File: src/rtl/serial_subtractor.sv
// serial_subtractor: bit-serial a - b - bin, one full-subtractor step per clock, LSB first.
// Define SERIAL_SUB_OVF_EN to add the signed-overflow output ovf.
module serial_subtractor #(
   parameter int WIDTH = 4
) (
   input  logic             clock,
   input  logic             reset,
   input  logic             start,
   input  logic [WIDTH-1:0] a,
   input  logic [WIDTH-1:0] b,
   input  logic             bin,
   output logic             busy,
   output logic             done,
   output logic [WIDTH-1:0] diff,
   output logic             bout
`ifdef SERIAL_SUB_OVF_EN
   ,
   output logic             ovf
`endif
);
   localparam int CW = $clog2(WIDTH + 1);
   typedef enum logic [1:0] {IDLE, RUN, DONE} state_t;
   state_t           state_q, state_d;
   logic [WIDTH-1:0] a_q, a_d, b_q, b_d, diff_q, diff_d;
   logic             br_q, br_d, bout_q, bout_d;
   logic [CW-1:0]    cnt_q, cnt_d;
   logic             d_bit, br_nxt, last;
`ifdef SERIAL_SUB_OVF_EN
   logic             sa_q, sa_d, sb_q, sb_d, ovf_q, ovf_d;
`endif
   always_comb begin
      d_bit   = a_q[0] ^ b_q[0] ^ br_q;
      br_nxt  = (~a_q[0] & b_q[0]) | (~a_q[0] & br_q) | (b_q[0] & br_q);
      last    = cnt_q == CW'(WIDTH - 1);
      state_d = state_q;
      a_d     = a_q;
      b_d     = b_q;
      br_d    = br_q;
      diff_d  = diff_q;
      bout_d  = bout_q;
      cnt_d   = cnt_q;
`ifdef SERIAL_SUB_OVF_EN
      sa_d    = sa_q;
      sb_d    = sb_q;
      ovf_d   = ovf_q;
`endif
      if (state_q == RUN) begin
         a_d    = a_q >> 1;
         b_d    = b_q >> 1;
         br_d   = br_nxt;
         diff_d = {d_bit, diff_q[WIDTH-1:1]};
         cnt_d  = cnt_q + CW'(1);
         if (last) begin
            state_d = DONE;
            bout_d  = br_nxt;
`ifdef SERIAL_SUB_OVF_EN
            // d_bit of the last step is the result sign bit
            ovf_d   = (sa_q != sb_q) && (d_bit != sa_q);
`endif
         end
      end else if (start) begin
         state_d = RUN;
         a_d     = a;
         b_d     = b;
         br_d    = bin;
         cnt_d   = '0;
`ifdef SERIAL_SUB_OVF_EN
         sa_d    = a[WIDTH-1];
         sb_d    = b[WIDTH-1];
`endif
      end else begin
         state_d = IDLE;
      end
   end
   always_ff @(posedge clock or posedge reset) begin
      if (reset) begin
         state_q <= IDLE;
         a_q     <= '0;
         b_q     <= '0;
         br_q    <= 1'b0;
         diff_q  <= '0;
         bout_q  <= 1'b0;
         cnt_q   <= '0;
`ifdef SERIAL_SUB_OVF_EN
         sa_q    <= 1'b0;
         sb_q    <= 1'b0;
         ovf_q   <= 1'b0;
`endif
      end else begin
         state_q <= state_d;
         a_q     <= a_d;
         b_q     <= b_d;
         br_q    <= br_d;
         diff_q  <= diff_d;
         bout_q  <= bout_d;
         cnt_q   <= cnt_d;
`ifdef SERIAL_SUB_OVF_EN
         sa_q    <= sa_d;
         sb_q    <= sb_d;
         ovf_q   <= ovf_d;
`endif
      end
   end
   assign busy = state_q == RUN;
   assign done = state_q == DONE;
   assign diff = diff_q;
   assign bout = bout_q;
`ifdef SERIAL_SUB_OVF_EN
   assign ovf  = ovf_q;
`endif
endmodule

File: config.mk
export PLATFORM = sky130hd
export DESIGN_NAME = serial_subtractor
export DESIGN_NICKNAME = d
export VERILOG_FILES = /design/src/rtl/serial_subtractor.sv
export SDC_FILE = /design/constraint.sdc
export NUM_CORES = 1
export LEC_CHECK = 0
export ABC_CLOCK_PERIOD_IN_PS = 2900
export CAP_MARGIN = 40
export CORE_ASPECT_RATIO = 0.6
export CORE_MARGIN = 5
export CORE_UTILIZATION = 32
export CTS_CLUSTER_SIZE = 28
export DETAILED_ROUTE_END_ITERATION = 10
export GPL_ROUTABILITY_DRIVEN = 0
export GPL_TIMING_DRIVEN = 0
export PLACE_DENSITY = 0.62
export SLEW_MARGIN = 5
export SYNTH_ARGS = -nofsm -noshare
export SYNTH_HDL_FRONTEND = slang
export SYNTH_SLANG_ARGS = --single-unit
export TNS_END_PERCENT = 100
File: constraint.sdc
create_clock -name clock -period 2.9 [get_ports clock]
set_input_delay 0.29 -clock clock [delete_from_list [all_inputs] [get_ports clock]]
set_output_delay 0.29 -clock clock [all_outputs]
set_load 0.01 [all_outputs]
==> results.md <==
* Run status: finished clean
* Clock latency at the later pin of the worst-skew pair at 0.25 ns
* Overall die width at 78.8 um
* Leftover overflow at the end of global routing at 0
* Setup Viol. Count Final at 0
* Share of the cycle needed by the critical path after routing at 63.4%
* CP Launch Point: state_q[1]
* Die extent in y at 51.3 um
* Worst slew slack as a fraction of its limit at 53.5%
* Final TNS setup at 0 ns
* Final worst slack at 1.06 ns
* Slew at the pin closest to its max-slew limit at 0.697 ns
* Area taken by multi-input logic gates at 393 um^2
* Initial antenna violation count at 0
* Syn avg cell area at 14.4 um^2
* Clock Skews at 0.00487 ns
* Required time of the critical path at 2.61 ns
* Number of detailed-routing iterations run before antenna repair at 4
* Number of input and output port buffers inserted at 18
* Detailed-route wire length at 1.56 mm
* DRC violation total after the first TritonRoute iteration at 18
* Avg WL per Cell at 13.1 um
* Share of final-layout standard cells stronger than drive strength 1 at 29.4%
* Initial Util at 32.5%
* Count of state elements after synthesis at 19
* Boundary pin count at 19
* TritonCTS clock tree: built
* Synth-to-layout area growth at 29.4%
* Full die area at 4040 um^2
* Post-Syn Instances at 63
* Sequential area share after synthesis at 52.3%
* Deepest clock path buffer count at 2
* Count of cells resized by post-cts repair at 0
* Dominant synthesized flop cell: sky130_fd_sc_hd__dfrtp_1
* Cell with the most instances after synthesis: sky130_fd_sc_hd__dfrtp_1
* Area inside the core boundary at 2800 um^2
* Largest net degree at the start of global routing at 20
* CTS buffer count at 3
* Number of global-route vias before repair at 560
* Count of standard-cell rows at 15
* NumNets Final at 101
* Hold-fix buffers, CTS at 0
* Count of final max-slew check failures at 0
* Number of filler cells placed in the layout at 255
* Total track usage at 8.56%
* ANT nets after route at 0
* Pre-CTS worst setup slack at 1.16 ns
* Highest clock frequency the design can meet at 0.543 GHz
* VDD IR-drop max at 0.630 mV
* Global-route wire length before repair at 2.60 mm
* Total half-perimeter wirelength after legalization and detailed placement at 1.15 mm
* RR Startpoint: cnt_q[0]
* Startpoint type of the worst setup path: register
* Number of flops mapped to enable cells by yosys at 0
* Classification of the worst-slack hold path: in2async
* Class of the most critical setup path: reg2out
* Data arrival time of the worst path at 1.55 ns
* Worst reg-to-reg setup slack at 1.50 ns
* Worst reg-to-reg path cell count at 4
* Number of warnings reported in the yosys synthesis log at 0
* Crit. End Element: output port
* Crit Reg-Reg Endpoint: bout
* Number of max-capacitance violations reported at 0
* Top post-synthesis cells by area: sky130_fd_sc_hd__dfrtp_1, sky130_fd_sc_hd__mux2_2, sky130_fd_sc_hd__mux2_4, sky130_fd_sc_hd__mux2i_1, sky130_fd_sc_hd__ha_1
* Capture point of the critical path: busy
* Total Power Consumption at 1.17 mW
* Storage element area at 475 um^2
* Clock slew at reported path FFs at 0.07 ns
* Post-detailed-route via-to-cell ratio at 4.39
* Power density over the cells at 997 nW/um^2
* Post-Syn Nets at 78
* Cell type with the largest total area after synthesis: sky130_fd_sc_hd__dfrtp_1
* Leading cell types by count after synthesis: sky130_fd_sc_hd__dfrtp_1, sky130_fd_sc_hd__mux2_2, sky130_fd_sc_hd__mux2_4, sky130_fd_sc_hd__inv_1, sky130_fd_sc_hd__mux2i_1
* Number of levels in the clock H-tree at 1
* Number of clock sinks at 19
* Share of flip-flops with an asynchronous set or reset after synthesis at 100%
* Remaining routing DRC violations at 0
* Antenna diode instance count at 0
* Final Hold Fails at 0
* Number of vias after detailed routing at 522
* Area share of the largest cell type after synthesis at 52.3%
* Total standard cell area after synthesis at 910 um^2
* Crit-path max FO at 7
* Leakage power figure at 0.547 nW
* Number of unique standard cell types used by synthesis at 15
* Master cell of the clock root buffer: sky130_fd_sc_hd__clkbuf_8
* Number of buffers inserted to repair setup after CTS at 0
* Final critical delay including setup and external delays at 1.84 ns
* Setup repair after global routing missed its margin: false
## power by group
part | switching [mW] | total [mW] | leakage (nW) | internal [mW]
clock | 0.0797 | 0.177 | 0.0228 | 0.0975
combinational | 0.212 | 0.542 | 0.288 | 0.329
sequential | 0.0700 | 0.455 | 0.236 | 0.385
total | 0.362 | 1.17 | 0.547 | 0.812
## critical path, cell delays in order, from the launching register on
cell                              delay (ns)
sky130_fd_sc_hd__dfrtp_1                0.38
sky130_fd_sc_hd__nand2b_1               0.20
sky130_fd_sc_hd__inv_2                  0.16
sky130_fd_sc_hd__clkdlybuf4s50_1        0.57
## registers in the layout, indices dropped and copies added, names as in the netlist
register and cells:
a_q 4, b_q 4, diff 4, cnt_q 3
state_q 2, bout 1, br_q 1
## per-stage QoR
step	std cells	util (%)	hold WS, ns	area, um^2
2_1_floorplan	63	-	0.241	910
3_3_place_gp	115	40.5	0.478	1130
3_5_place_dp	115	40.5	0.486	1130
4_1_cts	119	42.1	0.474	1180
5_1_grt	119	42.1	0.517	1180
6_report	119	42.1	0.445	1180
## metal layers
layer,vias up,global-route usage [%],wire (um)
li1,255,-,-
met5,-,0,0
met3,0,4.40,124
met4,0,0.857,0
met1,251,11.5,807
met2,16,12.7,627
## area by class of cell
cell class	count	area share [%]
Timing Repair Buffer	18	15.3
Clock buffer	4	3.83
Inverter	6	1.91
Sequential cell	19	40.4
Multi-Input combinational cell	36	33.4
Buffer	2	1.59
Tap cell	34	3.61
## worst min-delay path by stage
stage | slack, ns | from | depth (start not counted) | end
finish | 0.44 | reset | 2 | cnt_q[1]
floorplan | 0.24 | reset | 1 | a_q[0]
global route | 0.52 | reset | 2 | bout
global placement | 0.48 | cnt_q[0] | 1 | cnt_q[0]
detailed placement | 0.49 | cnt_q[0] | 1 | cnt_q[0]
CTS | 0.47 | reset | 2 | cnt_q[1]
## cell families (layout without fill, tap and decap cells)
family | count (synthesis) | count (layout) | synth area share [%]
AO/OA/AOI/OAI | 1 | 1 | 0.826
adder cells (fa/ha/maj) | 3 | 3 | 4.95
buffers and inverters | 8 | 30 | 4.54
AND/OR/NAND/NOR | 8 | 8 | 5.09
multiplexers | 24 | 24 | 32.3
flip-flops | 19 | 19 | 52.3
## placed cells by master, fill, tap and decap left out
cell,n
sky130_fd_sc_hd__mux2_4,8
sky130_fd_sc_hd__mux2_2,11
sky130_fd_sc_hd__dfrtp_1,19
sky130_fd_sc_hd__clkbuf_1,1
sky130_fd_sc_hd__nand2b_1,3
sky130_fd_sc_hd__o21a_1,1
sky130_fd_sc_hd__nor2b_1,2
sky130_fd_sc_hd__clkbuf_8,3
sky130_fd_sc_hd__clkdlybuf4s50_1,18
sky130_fd_sc_hd__ha_1,2
sky130_fd_sc_hd__fa_1,1
sky130_fd_sc_hd__nand3b_1,1
sky130_fd_sc_hd__nor2_1,2
sky130_fd_sc_hd__inv_1,5
sky130_fd_sc_hd__buf_6,1
sky130_fd_sc_hd__buf_4,1
sky130_fd_sc_hd__inv_2,1
sky130_fd_sc_hd__mux2i_1,5
Power figures use the tool's default switching activity.
